### src/rtl/multdiv_unit_if.sv
// Operand/control/result bundle between the execute stage and the multiply/divide unit.
interface multdiv_unit_if #(
  parameter int unsigned WIDTH = 32
);
  logic [WIDTH-1:0] data_operandA;
  logic [WIDTH-1:0] data_operandB;
  logic             ctrl_MULT;
  logic             ctrl_DIV;
  logic [WIDTH-1:0] data_result;
  logic             data_exception;
  logic             data_resultRDY;

  modport master (
    output data_operandA, data_operandB, ctrl_MULT, ctrl_DIV,
    input  data_result, data_exception, data_resultRDY
  );

  modport slave (
    input  data_operandA, data_operandB, ctrl_MULT, ctrl_DIV,
    output data_result, data_exception, data_resultRDY
  );
endinterface

### src/rtl/multdiv_unit.sv
// Iterative signed multiply (radix-4 Booth) / divide (non-restoring) unit.
// Fixed latency; a one-cycle RDY pulse marks the result, which then holds until the next result.
module multdiv_unit #(
  parameter int unsigned WIDTH = 32
) (
  input  logic         clock,
  input  logic         reset_n,
  multdiv_unit_if.slave mdu
);
  localparam int unsigned MULT_CYCLES = WIDTH / 2;
  localparam int unsigned DIV_CYCLES  = WIDTH;

  typedef enum logic [1:0] {IDLE, MULT, DIV, DONE} state_e;

  state_e             state_q;
  logic [5:0]         cnt_q;
  logic               op_div_q;
  logic [2*WIDTH:0]   p_q;
  logic [WIDTH-1:0]   mcand_q;
  logic [WIDTH+1:0]   rem_q;
  logic [WIDTH-1:0]   quo_q;
  logic [WIDTH-1:0]   dvs_q;
  logic               neg_q;
  logic               dz_q;
  logic               ovf_q;
  logic [WIDTH-1:0]   result_q;
  logic               exc_q;
  logic               rdy_q;

  logic [WIDTH+1:0]   mc_ext;
  logic [WIDTH+1:0]   hi_ext;
  logic [WIDTH+1:0]   addend;
  logic [WIDTH+1:0]   booth_sum;
  logic [2*WIDTH:0]   p_d;
  logic [WIDTH+1:0]   shl;
  logic [WIDTH+1:0]   dvs_ext;
  logic [WIDTH+1:0]   rem_d;
  logic [WIDTH-1:0]   quo_d;
  logic [WIDTH-1:0]   a_mag;
  logic [WIDTH-1:0]   b_mag;
  logic [WIDTH:0]     mul_top;
  logic               start;

  assign start = mdu.ctrl_MULT | mdu.ctrl_DIV;

  always_comb begin
    a_mag = mdu.data_operandA[WIDTH-1] ? -mdu.data_operandA : mdu.data_operandA;
    b_mag = mdu.data_operandB[WIDTH-1] ? -mdu.data_operandB : mdu.data_operandB;
  end

  // Booth step: the accumulator is widened by two bits so +/-2A never overflows before
  // the arithmetic shift by 2 brings it back into WIDTH bits.
  always_comb begin
    mc_ext = {{2{mcand_q[WIDTH-1]}}, mcand_q};
    hi_ext = {{2{p_q[2*WIDTH]}}, p_q[2*WIDTH:WIDTH+1]};
    addend = '0;
    unique case (p_q[2:0])
      3'b001, 3'b010: addend = mc_ext;
      3'b011:         addend = mc_ext << 1;
      3'b100:         addend = -(mc_ext << 1);
      3'b101, 3'b110: addend = -mc_ext;
      default:        addend = '0;
    endcase
    booth_sum = hi_ext + addend;
    p_d       = {booth_sum, p_q[WIDTH:2]};
  end

  // Quotient bit is the sign of the new partial remainder, so the quotient needs no
  // correction; the remainder fix-up would only matter if the remainder were kept.
  always_comb begin
    dvs_ext = {2'b00, dvs_q};
    shl     = {rem_q[WIDTH:0], quo_q[WIDTH-1]};
    rem_d   = rem_q[WIDTH+1] ? (shl + dvs_ext) : (shl - dvs_ext);
    quo_d   = {quo_q[WIDTH-2:0], ~rem_d[WIDTH+1]};
  end

  assign mul_top = p_q[2*WIDTH:WIDTH];

  always_ff @(posedge clock or negedge reset_n) begin
    if (!reset_n) begin
      state_q  <= IDLE;
      cnt_q    <= '0;
      op_div_q <= 1'b0;
      p_q      <= '0;
      mcand_q  <= '0;
      rem_q    <= '0;
      quo_q    <= '0;
      dvs_q    <= '0;
      neg_q    <= 1'b0;
      dz_q     <= 1'b0;
      ovf_q    <= 1'b0;
      result_q <= '0;
      exc_q    <= 1'b0;
      rdy_q    <= 1'b0;
    end else begin
      rdy_q <= 1'b0;
      if (start) begin
        cnt_q <= '0;
        if (mdu.ctrl_MULT) begin
          state_q  <= MULT;
          op_div_q <= 1'b0;
          mcand_q  <= mdu.data_operandA;
          p_q      <= {{WIDTH{1'b0}}, mdu.data_operandB, 1'b0};
        end else begin
          state_q  <= DIV;
          op_div_q <= 1'b1;
          quo_q    <= a_mag;
          dvs_q    <= b_mag;
          rem_q    <= '0;
          neg_q    <= mdu.data_operandA[WIDTH-1] ^ mdu.data_operandB[WIDTH-1];
          dz_q     <= (mdu.data_operandB == '0);
          ovf_q    <= (mdu.data_operandA == {1'b1, {(WIDTH-1){1'b0}}}) &&
                      (mdu.data_operandB == '1);
        end
      end else begin
        unique case (state_q)
          IDLE: ;
          MULT: begin
            p_q   <= p_d;
            cnt_q <= cnt_q + 6'd1;
            if (cnt_q == 6'(MULT_CYCLES - 1)) state_q <= DONE;
          end
          DIV: begin
            rem_q <= rem_d;
            quo_q <= quo_d;
            cnt_q <= cnt_q + 6'd1;
            if (cnt_q == 6'(DIV_CYCLES - 1)) state_q <= DONE;
          end
          DONE: begin
            if (op_div_q) begin
              if (dz_q) begin
                result_q <= '0;
                exc_q    <= 1'b1;
              end else begin
                result_q <= neg_q ? -quo_q : quo_q;
                exc_q    <= ovf_q;
              end
            end else begin
              result_q <= p_q[WIDTH:1];
              exc_q    <= ~((&mul_top) | (~|mul_top));
            end
            rdy_q   <= 1'b1;
            cnt_q   <= '0;
            state_q <= IDLE;
          end
          default: state_q <= IDLE;
        endcase
      end
    end
  end

  assign mdu.data_result    = result_q;
  assign mdu.data_exception = exc_q;
  assign mdu.data_resultRDY = rdy_q;
endmodule

### src/flat_wrapper.sv
// flat-port wrapper written by rule: the top's interface ports become plain ports
module multdiv_unit_flat 
#(
  parameter int unsigned WIDTH = 32
)
  (clock, reset_n, mdu_data_operandA, mdu_data_operandB, mdu_ctrl_MULT, mdu_ctrl_DIV, mdu_data_result, mdu_data_exception, mdu_data_resultRDY);
  multdiv_unit_if #(.WIDTH(WIDTH)) mdu_i ();
  input  logic clock;
  input  logic reset_n;
  input wire logic [$bits(mdu_i.data_operandA)-1:0] mdu_data_operandA;
  input wire logic [$bits(mdu_i.data_operandB)-1:0] mdu_data_operandB;
  input wire logic [$bits(mdu_i.ctrl_MULT)-1:0] mdu_ctrl_MULT;
  input wire logic [$bits(mdu_i.ctrl_DIV)-1:0] mdu_ctrl_DIV;
  output wire logic [$bits(mdu_i.data_result)-1:0] mdu_data_result;
  output wire logic [$bits(mdu_i.data_exception)-1:0] mdu_data_exception;
  output wire logic [$bits(mdu_i.data_resultRDY)-1:0] mdu_data_resultRDY;
  assign mdu_i.data_operandA = mdu_data_operandA;
  assign mdu_i.data_operandB = mdu_data_operandB;
  assign mdu_i.ctrl_MULT = mdu_ctrl_MULT;
  assign mdu_i.ctrl_DIV = mdu_ctrl_DIV;
  assign mdu_data_result = mdu_i.data_result;
  assign mdu_data_exception = mdu_i.data_exception;
  assign mdu_data_resultRDY = mdu_i.data_resultRDY;
  multdiv_unit #(.WIDTH(WIDTH)) u_core (.clock(clock), .reset_n(reset_n), .mdu(mdu_i));
endmodule
### config.mk
export PLATFORM = sky130hd
export DESIGN_NAME = multdiv_unit_flat
export DESIGN_NICKNAME = d
export VERILOG_FILES = /design/src/rtl/multdiv_unit_if.sv /design/src/rtl/multdiv_unit.sv /design/src/flat_wrapper.sv
export SDC_FILE = /design/constraint.sdc
export NUM_CORES = 1
export LEC_CHECK = 0
export BUFFER_PORTS_ARGS = -buffer_cell sky130_fd_sc_hd__buf_2
export CAP_MARGIN = 10
export CORE_ASPECT_RATIO = 1.75
export CORE_MARGIN = 3
export CORE_UTILIZATION = 40
export DETAILED_ROUTE_END_ITERATION = 7
export GPL_TIMING_DRIVEN = 0
export PLACE_DENSITY = 0.59
export SYNTH_ARGS = -nofsm -noshare
export SYNTH_HDL_FRONTEND = slang
export SYNTH_SLANG_ARGS = --single-unit
### constraint.sdc
create_clock -name clock -period 5.5 [get_ports clock]
set_clock_uncertainty 0.1 [all_clocks]
set_input_delay 1.375 -clock clock [delete_from_list [all_inputs] [get_ports clock]]
set_output_delay 1.375 -clock clock [all_outputs]
set_load 0.05 [all_outputs]
After elaboration in Yosys (flattened, before gate mapping)
Cells that the tools add are included.
{"block": "totals", "input_bits": 68, "output_inout_bits": 34, "register_bits": 241, "wordCells": 93}
{"block": "op_classes", "n_bitwise": 7, "mux": 28, "n_eq_ne": 17, "reduce_logical": 18, "addsub": 9}
{"operator": "32-bit 2-to-1 mux", "count": 8}
{"operator": "65-bit 2-to-1 mux", "count": 3}
{"operator": "34-bit 2-to-1 mux", "count": 4}
{"operator": "34-bit one-hot mux with 4 select lines", "count": 1}
{"operator": "32-bit negator", "count": 3}
{"operator": "34-bit negator", "count": 2}
{"operator": "32-bit == test (second input constant)", "count": 2}
{"operator": "34-bit by 32-bit adder with 34-bit output", "count": 1}
{"operator": "34-bit adder", "count": 1}
{"operator": "34-bit by 32-bit subtractor with 34-bit output", "count": 1}
{"operator": "33-bit AND reduction", "count": 1}
{"operator": "33-bit OR reduction", "count": 1}
{"operator": "32-bit logical NOT", "count": 1}
{"operator": "6-bit one-hot mux with 2 select lines", "count": 1}
{"operator": "2-bit AND reduction", "count": 5}
{"operator": "3-bit == test (second input constant)", "count": 3}
{"operator": "2-bit 2-to-1 mux", "count": 4}
{"operator": "6-bit by 1-bit adder with 6-bit output (second input constant)", "count": 1}
{"operator": "3-bit by 2-bit == test with 1-bit output (second input constant)", "count": 2}
{"operator": "6-bit by 4-bit == test with 1-bit output (second input constant)", "count": 1}
{"operator": "6-bit by 5-bit == test with 1-bit output (second input constant)", "count": 1}
{"operator": "6-bit 2-to-1 mux", "count": 1}
{"operator": "3-bit by 1-bit != test with 1-bit output (second input constant)", "count": 2}
{"operator": "2-bit one-hot mux with 3 select lines", "count": 1}
{"operator": "other kinds (15)", "count": 28}

Logic depth before layout (Yosys ltp)
{"block": "depth", "ltp_word": 6, "ltp_mapped": 19, "mapped_depth_nobuf": 19}

Least setup slack after synthesis
No wires, ideal clock.
{"block": "synth_path", "path_type": "register -> register", "startpoint": "register u_core.mcand_q[1]", "endpoint": "register u_core.p_q[64]", "t_arrival_ns": 4.426, "stages_incl_launch_ff": 17, "path_buffers": 0, "synth_period_minus_slack_ns": 4.616, "slack_ns": 0.884, "setup_ns": 0.090, "t_required_ns": 5.310, "cell_sequence": "dfrtp_1 > inv_1 > ha_1 > nor3b_1 > nand3_1 > or3_1 > a32oi_1 > o221ai_1 > ha_1 > a21oi_1 > a21oi_1 > a211oi_1 > nand3b_1 > a41o_1 > a222oi_1 > mux2_2 > o2111ai_1"}
{"block": "synth_between", "elab_chain_len": 5, "word_cells_on_any_way": 6, "cone_classes": "add/sub: 3; mux: 3"}
{"element": "from (decl)", "line": "multdiv_unit.sv:19", "rtl": "logic [WIDTH-1:0] mcand_q;"}
{"element": "from (signal assigned)", "line": "multdiv_unit.sv:102", "rtl": "mcand_q <= mdu.data_operandA;"}
{"element": "34-bit negator, on equally long branches", "line": "multdiv_unit.sv:61, multdiv_unit.sv:60"}
{"element": "34-bit one-hot mux with 4 select lines *", "line": "multdiv_unit.sv:57", "rtl": "unique case (p_q[2:0])"}
{"element": "34-bit adder *", "line": "multdiv_unit.sv:64", "rtl": "booth_sum = hi_ext + addend;"}
{"element": "65-bit 2-to-1 mux *", "line": "multdiv_unit.sv:116", "rtl": "unique case (state_q)"}
{"element": "65-bit 2-to-1 mux *", "line": "multdiv_unit.sv:97", "rtl": "if (start) begin"}
{"element": "to (signal assigned)", "line": "multdiv_unit.sv:103", "rtl": "p_q <= {{WIDTH{1'b0}}, mdu.data_operandB, 1'b0};"}
{"element": "to (signal assigned)", "line": "multdiv_unit.sv:119", "rtl": "p_q <= p_d;"}
{"element": "to (decl)", "line": "multdiv_unit.sv:18", "rtl": "logic [2*WIDTH:0] p_q;"}
Mark *: on every way between the ends. The rest lies on a longest branch, timed or not. The select of a mux whose other input is x is not followed.
A chain may end at the register's enable or synchronous reset.

Worst setup path after layout
Same ends and word-level chain as after synthesis.

==> impl_results.md <==
- Slew headroom: 0.260
- Post-synthesis sequential area ratio: 0.333
- Initial drt markers: 1108
- Die area: 0.0480 mm^2
- Tmin final: 5.30 ns
- Die height: 288 um
- Worst setup EP type: register
- WS Path Type: register to register
- Top_reg_cell synth: dfrtp_1
- Antenna Violating Nets Remaining: 0
- Vias in the first global route: 18300
- Post-synth top area share: 0.333
- Post-synth cell types: 82
- Synth Instances: 2231
- Global-route wire length before repair: 106000 um
- CTS tree: built
- Number of buffers created by CTS: 27
- Ys Warns: 0
- Remaining Overflow, GRT: 0
- Vias per inst: 6.04
- Placer Congestion: 0.988
- Commonest cells in the netlist: nand2_1 (312), dfrtp_1 (241), o21ai_0 (221)
- Most frequent cell after synthesis: nand2_1
- Final setup viols: 0
- PD cells: 406 mW/mm^2
- Syn nets: 2378
- Worst Tran Pin Value: 1.11 ns
- RSZ-0062 raised after global routing: no
- Fin Setup TNS: 0 ns
- Critical Path Start Type: register
- Synthesis-to-layout area growth: 13.2%
- Finished layout cell area: 0.0205 mm^2
- Number of I/O pins: 102
- Row cnt: 102
- Ys async rst share: 1.00
- Initial Utilization: 0.407
- WHS: 0.379 ns
- Avg Inst Size Synth: 8.13 um^2
- Clock slew at reported path FFs: 0.06 ns
- Final nets: 2510
- TritonRoute pass-1 iters: 5
- Clock Tree Buf Depth: 3
- Max Fclk: 0.189 GHz
- Chip Width: 167 um
- Fin crit share: 0.964
- Layout cells sized above 1: 0.104
- Outcome: finished, final reports clean
- Core ar.: 0.0445 mm^2
- Max Fanout on Critical Path: 7
- Required time of the critical path: 5.88 ns
- Initial antenna violation count: 2
- Slew Viols, Final: 0
- Finished Core Util: 0.461
- Placed Area: 0.0194 mm^2
- H-tree Lvls: 1
- Clock Latency Late Sink: 0.58 ns
- Max-cap violations: 0
- Routed WL: 70000 um
- Final hold vios: 0
- CP Data Arrival Time: 5.68 ns
- Dominant cells by area after synthesis: dfrtp_1 (33%), nand2_1 (6.5%), o21ai_0 (6.1%)
- Peak VDD IR: 0.281 mV
- Cell taking the most area after synthesis: dfrtp_1
- Worst hold path class: register to register
- Pleak: 8.66 nW
- Post-detail-place hpwl: 55800 um
- FF+latch count, synth: 241
- Hold_buf cts: 0
- DRC: 0
- EDFF count, synth: 0
- Wire per inst: 23.7 um
- Mapped cell area: 0.0181 mm^2
- Vias: 17800
- Largest net degree at the start of global routing: 112
- CTS Sinks: 241
- IO buf count: 98
- Total track usage: 0.285
- Root Driver: clkbuf_16
## metrics by stage
stage / instances / worst slack (ns) / total power [mW]
4_1_cts: 2953 / 0.00592 / 8.33
3_5_place_dp: 2904 / -0.722 / 6.31
2_1_floorplan: 2231 / 0.884 / 5.11
6_report: 2956 / 0.198 / 8.34
5_1_grt: 2956 / 0.0119 / 8.83
3_3_place_gp: 2901 / -1.67 / 6.25
## repair_timing
item,in CTS,in global routing
resized for setup,20,20
pin swaps,1,2
setup endpoints to repair,16,9
setup buffers,1,1
## critical path, cell delays in order, from the launching register on
cell       delay, ns
dfrtp_1         0.45
inv_1           0.12
ha_1            0.21
nor3b_2         0.34
buf_2           0.29
nand4_1         0.26
or3_1           0.42
nand2_1         0.10
xnor2_1         0.08
a221oi_1        0.40
a31oi_4         0.12
ha_1            0.40
a21oi_1         0.35
o21bai_1        0.13
nand3b_1        0.23
a41o_1          0.31
a222oi_1        0.31
buf_4           0.19
mux2_2          0.32
o2111ai_1       0.07
## sequential cells by signal, indices dropped and copies added (netlist names)
name                       cells
u_core.state_q                 2
u_core.cnt_q                   6
u_core.dvs_q                  32
u_core.mdu.data_resultRDY      1
u_core.mdu.data_exception      1
u_core.p_q                    65
u_core.dz_q                    1
u_core.quo_q                  32
u_core.mcand_q                32
u_core.op_div_q                1
u_core.ovf_q                   1
u_core.mdu.data_result        32
u_core.neg_q                   1
u_core.rem_q                  34
## where the power goes
| group | switching, mW | leakage [nW] | internal, mW |
|---|---|---|---|
| Clock | 0.808 | 0.459 | 1.15 |
| Combinational | 2.53 | 5.18 | 1.31 |
| Sequential | 0.419 | 3.02 | 2.13 |
| Total | 3.76 | 8.66 | 4.58 |
## cell families after synthesis
family / count (synthesis) / synth area share
DFF: 241 / 0.333
AOI/OAI and AO/OA: 681 / 0.235
muxes: 56 / 0.0333
xor gates and xnor gates: 203 / 0.0980
and+or+nand+nor: 791 / 0.208
adders and majority gates: 79 / 0.0553
buffers and inverters: 180 / 0.0373
## metal layers
layer  global-route usage  wire, um
met1                0.277     24000
met4                0.225      6680
met3               0.0346      2950
met5                    0         0
met2                0.536     36400
## placed cells by master (no fill, tap or decap), drive strengths merged, types with 9 or more instances in the layout
| cell | synthesis | layout |
|---|---|---|
| nor2 | 163 | 163 |
| a211oi | 9 | 9 |
| a21o | 26 | 26 |
| mux2 | 35 | 35 |
| nand2b | 14 | 14 |
| nand2 | 313 | 313 |
| o31ai | 45 | 45 |
| or3 | 32 | 32 |
| a221oi | 11 | 11 |
| nor4 | 33 | 33 |
| nand4 | 31 | 31 |
| o21bai | 14 | 14 |
| inv | 42 | 43 |
| a21oi | 148 | 148 |
| clkbuf | 113 | 147 |
| o21a | 12 | 12 |
| ha | 77 | 77 |
| xnor2 | 81 | 81 |
| a22oi | 28 | 28 |
| and3 | 13 | 13 |
| nor2b | 9 | 9 |
| buf | 23 | 126 |
| mux2i | 21 | 21 |
| and2 | 11 | 11 |
| dfrtp | 241 | 241 |
| a31oi | 47 | 47 |
| nand3 | 77 | 77 |
| or4 | 19 | 19 |
| o21ai | 228 | 228 |
| nor3b | 11 | 11 |
| or2 | 10 | 10 |
| xor2 | 122 | 122 |
| o41ai | 21 | 21 |
| o211ai | 12 | 12 |
| nor3 | 38 | 38 |
| clkinv | 2 | 9 |
## final timing paths
kind | startpoint | endpoint | slack, ns | depth (start not counted)
max in group asynchronous | reset_n | u_core.p_q[51] | 3.34 | 3
hold / removal | u_core.mdu.data_result[8] | u_core.mdu.data_result[8] | 0.38 | 2
setup reg to reg | u_core.mcand_q[1] | u_core.p_q[64] | 0.20 | 19
min in group asynchronous | reset_n | u_core.rem_q[29] | 0.53 | 1
hold reg to reg | u_core.mdu.data_result[8] | u_core.mdu.data_result[8] | 0.38 | 2
setup / recovery | u_core.mcand_q[1] | u_core.p_q[64] | 0.20 | 19
## area by class of cell
cell class	count	area [um^2]
clock buffers	34	742
clock inverters	14	194
well taps	572	716
plain buffers	136	515
repair buffers	103	576
multi-input cells	1810	11600
diodes	2	5.00
flip-flops and latches	241	6030
inverters	44	165
fillers	4463	24000
Note: power is estimated with default switching activity, not from simulation.
